`src/rtl/simple_bus_arbiter.sv`:
```
// simple_bus_arbiter: round-robin owner arbitration of one simple_bus slave
// port among NUM_MST masters. The owner's addr/mode/wdata/start are muxed to
// the slave, s_rdy is routed back to the owner only, and s_rdata is broadcast.
// Optional BUSY watchdog: define SIMPLE_BUS_ARB_TIMEOUT_EN.
module simple_bus_arbiter #(
  parameter int unsigned NUM_MST   = 4,
  parameter int unsigned AWIDTH    = 8,
  parameter int unsigned DWIDTH    = 8,
  parameter int unsigned MAX_XFERS = 4,
  parameter int unsigned TIMEOUT   = 64
) (
  input  logic                        clk,
  input  logic                        rst_n,
  input  logic [NUM_MST-1:0]          m_req,
  output logic [NUM_MST-1:0]          m_gnt,
  input  logic [NUM_MST-1:0]          m_start,
  input  logic [NUM_MST*AWIDTH-1:0]   m_addr,
  input  logic [NUM_MST*2-1:0]        m_mode,
  input  logic [NUM_MST*DWIDTH-1:0]   m_wdata,
  output logic [NUM_MST-1:0]          m_rdy,
  output logic [DWIDTH-1:0]           m_rdata,
  output logic                        s_start,
  output logic [AWIDTH-1:0]           s_addr,
  output logic [1:0]                  s_mode,
  output logic [DWIDTH-1:0]           s_wdata,
  input  logic                        s_rdy,
  input  logic [DWIDTH-1:0]           s_rdata,
  output logic                        arb_err
);

  localparam int unsigned OW = (NUM_MST > 1) ? $clog2(NUM_MST) : 1;
  localparam int unsigned XW = $clog2(MAX_XFERS + 1);
  localparam logic [OW-1:0] LAST_RST = OW'(NUM_MST - 1);
  localparam logic [XW-1:0] XMAX     = XW'(MAX_XFERS);

  typedef enum logic [1:0] {
    IDLE = 2'd0,
    OWN  = 2'd1,
    BUSY = 2'd2
  } state_t;

  state_t              state, state_n;
  logic [OW-1:0]       owner, owner_n;
  logic [OW-1:0]       last, last_n;
  logic [OW-1:0]       winner;
  logic [XW-1:0]       xfer_cnt, xfer_n;
  logic [NUM_MST-1:0]  gnt_n;
  logic [NUM_MST-1:0]  own_oh;
  logic [NUM_MST-1:0]  others;
  logic                start_hit;
  logic                tmo_fire;

  assign own_oh    = NUM_MST'(1) << owner;
  assign others    = m_req & ~own_oh;
  assign start_hit = m_start[owner];
  assign m_rdata   = s_rdata;
  assign arb_err   = rst_n & tmo_fire;

  // Round-robin pick: first requester after the last owner, wrapping.
  always_comb begin
    logic hit;
    hit    = 1'b0;
    winner = '0;
    for (int unsigned k = 1; k <= NUM_MST; k++) begin
      if (!hit && m_req[OW'((32'(last) + k) % NUM_MST)]) begin
        winner = OW'((32'(last) + k) % NUM_MST);
        hit    = 1'b1;
      end
    end
  end

  // State, owner, pointer, transfer count and grant registers.
  always_ff @(posedge clk) begin
    if (!rst_n) begin
      state    <= IDLE;
      owner    <= '0;
      last     <= LAST_RST;
      xfer_cnt <= '0;
      m_gnt    <= '0;
    end else begin
      state    <= state_n;
      owner    <= owner_n;
      last     <= last_n;
      xfer_cnt <= xfer_n;
      m_gnt    <= gnt_n;
    end
  end

  // Next-state logic; OWN decisions are taken in strict priority order.
  always_comb begin
    state_n = state;
    owner_n = owner;
    last_n  = last;
    xfer_n  = xfer_cnt;
    gnt_n   = m_gnt;
    case (state)
      IDLE: begin
        if (|m_req) begin
          state_n = OWN;
          owner_n = winner;
          gnt_n   = NUM_MST'(1) << winner;
          xfer_n  = '0;
        end
      end
      OWN: begin
        if (start_hit) begin
          state_n = BUSY;
          // Saturate so a long-lived owner still sees the limit once others ask.
          if (xfer_cnt != XMAX) begin
            xfer_n = xfer_cnt + XW'(1);
          end
        end else if (!m_req[owner] || ((xfer_cnt == XMAX) && (|others))) begin
          state_n = IDLE;
          gnt_n   = '0;
          last_n  = owner;
        end
      end
      BUSY: begin
        if (s_rdy || tmo_fire) begin
          state_n = OWN;
        end
      end
      default: begin
        state_n = IDLE;
        gnt_n   = '0;
      end
    endcase
  end

  // Slave-side mux and owner-only completion; all held at 0 during reset.
  always_comb begin
    s_start = 1'b0;
    m_rdy   = '0;
    s_addr  = '0;
    s_mode  = '0;
    s_wdata = '0;
    if (rst_n) begin
      if (state == OWN) begin
        s_start = start_hit;
      end
      if ((state == BUSY) && (s_rdy || tmo_fire)) begin
        m_rdy = own_oh;
      end
      if (state != IDLE) begin
        s_addr  = m_addr[owner*AWIDTH +: AWIDTH];
        s_mode  = m_mode[owner*2 +: 2];
        s_wdata = m_wdata[owner*DWIDTH +: DWIDTH];
      end
    end
  end

`ifdef SIMPLE_BUS_ARB_TIMEOUT_EN
  localparam int unsigned TW = $clog2(TIMEOUT + 1);
  localparam logic [TW-1:0] TLAST = TW'(TIMEOUT - 1);

  logic [TW-1:0] tmo_cnt;

  // Fires on the TIMEOUT-th BUSY cycle without a slave completion.
  assign tmo_fire = (state == BUSY) && !s_rdy && (tmo_cnt == TLAST);

  // Watchdog counter: cleared on entry to BUSY, counts silent BUSY cycles.
  always_ff @(posedge clk) begin
    if (!rst_n) begin
      tmo_cnt <= '0;
    end else if ((state == OWN) && start_hit) begin
      tmo_cnt <= '0;
    end else if ((state == BUSY) && !s_rdy && !tmo_fire) begin
      tmo_cnt <= tmo_cnt + TW'(1);
    end
  end
`else
  // No watchdog: BUSY waits for the slave indefinitely; TIMEOUT has no effect.
  assign tmo_fire = 1'b0 && (TIMEOUT != 0);
`endif

endmodule

```
`config.mk`:
```
export PLATFORM = sky130hd
export DESIGN_NAME = simple_bus_arbiter
export DESIGN_NICKNAME = d
export VERILOG_FILES = /design/src/rtl/simple_bus_arbiter.sv
export SDC_FILE = /design/constraint.sdc
export NUM_CORES = 1
export LEC_CHECK = 0
export CORE_ASPECT_RATIO = 1.75
export CORE_MARGIN = 1.5
export CORE_UTILIZATION = 35
export DETAILED_ROUTE_END_ITERATION = 10
export PLACE_DENSITY = 0.95
export SYNTH_ARGS = -nofsm -noshare
export SYNTH_HDL_FRONTEND = slang
export SYNTH_SLANG_ARGS = --single-unit
```
`constraint.sdc`:
```
create_clock -name clk -period 4.1 [get_ports clk]
set_input_delay 0.82 -clock clk [delete_from_list [all_inputs] [get_ports clk]]
set_output_delay 0.82 -clock clk [all_outputs]
set_load 0.01 [all_outputs]
```
Word level (Yosys, flattened, before mapping)
Cells that the tools add are included.

storage, ports and cells
  flip-flop bits (word level) = 13
  input bits = 91
  output and inout bits = 36

operators by class
  add/sub/neg operators = 5
  order comparisons = 5
  eq/ne operators = 11
  shift-type cells = 5
  multiplexer cells = 42
  bitwise logic cells = 4
  reduce and logical (&&, ||, !) cells = 20

operator list
  operator                                                                       number
  32-bit by 6-bit variable part select with 8-bit output                         2
  8-bit 2-to-1 mux                                                               4
  2-bit 2-to-1 mux                                                               10
  4-bit 2-to-1 mux                                                               5
  2-bit by 3-bit less-than comparator with 1-bit output (second input constant)  5
  1-bit binary-select mux with 2-bit select                                      6
  2-bit != test (second input constant)                                          6
  4-bit one-hot mux with 3 select lines                                          1
  1-bit 2-to-1 mux                                                               11
  3-bit 2-to-1 mux                                                               3
  4-bit AND reduction                                                            2
  4-bit OR reduction                                                             2
  8-bit by 4-bit variable part select with 2-bit output                          1
  1-bit by 2-bit << shifter with 4-bit output (first input constant)             2
  3-bit != test (second input constant)                                          2
  2-bit one-hot mux with 3 select lines                                          1
  3-bit one-hot mux with 2 select lines                                          1
  3-bit AND reduction                                                            2
  1-bit logical AND                                                              5
  2-bit by 1-bit adder with 2-bit output (second input constant)                 2
  2-bit adder (second input constant)                                            2
  4-bit bitwise AND                                                              1
  1-bit logical NOT                                                              4
  4-bit inverter                                                                 1
  other kinds (9)                                                                11

Depth between registers and ports, before layout
  depth after elaboration = 16
  gate-level depth with buffers = 7
  gate-level depth less buffers = 7

Least setup slack after synthesis
OpenSTA, ideal clock, no wires.

  kind = input port to output port
  start = input port rst_n
  end = output port s_addr[0]
  arrival time = 1.722 ns
  data required time = 3.280 ns
  path slack = 1.558 ns
  stages on the path = 4
  buffers on the path = 2
  cells stage by stage = clkbuf_1 > o21ai_1 > clkbuf_1 > nor2b_1

on the way
  cells in the longest elaborated chain, start to end = 1

RTL lines
  item              line  source
  from (decl)       13    input logic rst_n,
  8-bit 2-to-1 mux  137   if (rst_n) begin
  to (decl)         23    output logic [AWIDTH-1:0] s_addr,

Every way passes these cells.

Final worst setup path
  start = input port rst_n
  end = output port s_wdata[6]

on the way
  cells in the longest elaborated chain, start to end = 1

RTL lines
  item              line  source
  8-bit 2-to-1 mux  137
  to (decl)         25    output logic [DWIDTH-1:0] s_wdata,

Every way passes these cells.

==> flow_summary.ini <==
[layout]
area_growth_pct = 73.07
fillers = 342
antenna_cells = 0
drive_above_1_share = 0.1289
final_util = 0.6277
nNetsFinal = 350

[setup_path]
rrSetupSlack_ns = 1.69
path_class = input port to output pin
end_kind = output pin
worstPathMaxFanout = 14
cp.required_ns = 3.28
start_kind = input port
cp.arrival_ns = 2.66

[clock_network]
clock_path_buffers = 2
postCtsSetupBuffers = 0
cts_tree = yes
htree_levels = 1
cts.sinks = 13
numCtsBuffers = 3
cts_root_buffer = clkbuf_8
clk-insertion-delay-late_ns = 0.25
cts-resized-gates = 0
clk_pin_slew_ns = 0.05
cts_hold_buf = 0

[global_route]
grt_pass1_vias = 1805
grt_max_degree = 18
grt_pass1_wl_mm = 8.583
grt_overflow_total = 0
grt_antenna_before_repair = 0
track_usage = 0.2403

[timing]
clock-skew-final_ns = 0.0009720
worst_slew_pin_slew_ns = 0.7623
min_period_ns = 3.480
setup-violations-final = 0
fmax_mhz = 287.4
maxSlewHeadroom = 0.4911
hold_violations = 0
rsz0062_at_grt = false
drv_slew = 0
setup_tns_ns = 0
fin_crit_sh = 0.8488

[drt]
dr.pass1.iters = 4
routed_wl_mm = 5.572
vias = 1727
drc = 0
drtIter0Drc = 62
wire_per_inst_um = 18.27
ant_nets = 0
viasPerCell = 5.662

[synth]
syn_area_um2 = 1505
ys_types = 44
synth.net_count = 253
avgSynthCellArea_um2 = 9.407
synth_edf_count = 0
ys_ff_latch = 13
async_flop_share = 0
synth_ff_type = dfxtp_1
ys_seq_area_frac = 0.1729
syn_inst = 160
yosysWarnings = 0

[power]
power_leakage_nw = 0.8872
powerDensity_nw_per_um2 = 225.9
peakVddDrop_uv = 197.5

[floorplanning]
die_area_um2 = 4718
coreArea_um2 = 4150
die_h_um = 89.75
die_x_um = 52.57
io_pins = 127
rows = 31
start_util = 0.3627

[place]
port_buffers = 109
gp_congestion = 0.9038
dp_hpwl_mm = 4.462

[run]
cap_violations = 0

[min_path]
hold_class = register to register

[run_status]
status = completed
[cell usage after synthesis, drive strengths merged, types with 5 or more instances]
| library cell | count | area (um2) |
|---|---|---|
| nor2b | 20 | 125.1 |
| inv | 6 | 22.52 |
| mux4 | 19 | 427.9 |
| a21oi | 7 | 35.03 |
| nor3 | 5 | 25.02 |
| nor2 | 7 | 26.28 |
| buf | 13 | 93.83 |
| clkbuf | 7 | 26.28 |
| nand2 | 13 | 48.80 |
| dfxtp | 13 | 260.3 |
| o21ai | 5 | 25.02 |
[cells in the final DEF, fill, tap and decap left out, types with 2 or more instances in the layout]
cell	instances
o21ai_1	5
a221o_1	2
clkdlybuf4s50_1	109
ha_1	2
nor3b_1	3
nor2_1	7
a21oi_1	7
nand2b_1	3
nor4_1	3
clkbuf_8	3
and3_1	2
nor3_1	5
nand3_1	2
nand2_1	13
mux4_2	19
o22ai_1	2
mux2i_1	3
inv_1	6
buf_4	3
nor2b_1	20
dfxtp_1	13
or2_2	2
[worst max-delay path: stages]
cell             delay [ns]
clkdlybuf4s50_1        0.66
o21ai_1                0.22
buf_4                  0.24
nor2b_1                0.15
clkdlybuf4s50_1        0.56
[layout make-up]
cell class / instances / area, um2 / area share
clock buffers: 4 / 45.04 / 0.01729
inverters: 6 / 22.52 / 0.008646
multi-input cells: 121 / 1102 / 0.4232
flip-flops and latches: 13 / 260.3 / 0.09990
well taps: 49 / 61.31 / 0.02354
repair buffers: 112 / 1114 / 0.4275
[power breakdown]
group          leakage [nW]  switching [mW]  internal [mW]  total (mW)
registers             0.106          0.0247          0.137       0.162
clock network        0.0228          0.0498         0.0690       0.119
logic                 0.758           0.111          0.197       0.308
[layer usage]
metal  global-route usage  wire, um
met4               0.1432       306
met3              0.06312       599
met2               0.4240      2842
met5                    0         0
met1               0.2347      1823
[cells by family (layout without fill, tap and decap cells)]
| group | Yosys count | in the layout | synth area share |
|---|---|---|---|
| adder cells (fa/ha/maj) | 2 | 2 | 0.01662 |
| AND/OR/NAND/NOR | 68 | 68 | 0.2577 |
| flip-flops | 13 | 13 | 0.1729 |
| AO/OA/AOI/OAI | 25 | 25 | 0.1263 |
| buffers and inverters | 26 | 122 | 0.09476 |
| other | 1 | 1 | 0.002491 |
| multiplexers | 25 | 25 | 0.3292 |
[metrics by stage]
stage | instances | instance area, um2 | setup WS (ns) | hold WS, ns | power, mW
after CTS | 305 | 2605 | 0.6202 | 0.4523 | 0.5889
after floorplan | 160 | 1505 | 1.558 | 0.4726 | 0.3313
final | 305 | 2605 | 0.6200 | 0.4468 | 0.5885
after global placement | 301 | 2560 | 0.7288 | 0.4428 | 0.4631
after global routing | 305 | 2605 | 0.5030 | 0.4730 | 0.6165
after detailed placement | 301 | 2560 | 0.6270 | 0.4401 | 0.4699
[path summary, 6_finish.rpt]
| check | startpoint | end | cells after the start |
|---|---|---|---|
| setup / recovery | rst_n | s_wdata[6] | 5 |
| setup reg to reg | owner[1] | last[0] | 5 |
| hold reg to reg | m_gnt[3] | m_gnt[3] | 2 |
| hold / removal | m_gnt[3] | m_gnt[3] | 2 |
[sequential cells by signal, summed over array words and instances (netlist names)]
register,count
state,2
owner,2
xfer_cnt,3
m_gnt,4
last,2
(Power assumes the default switching activity.)
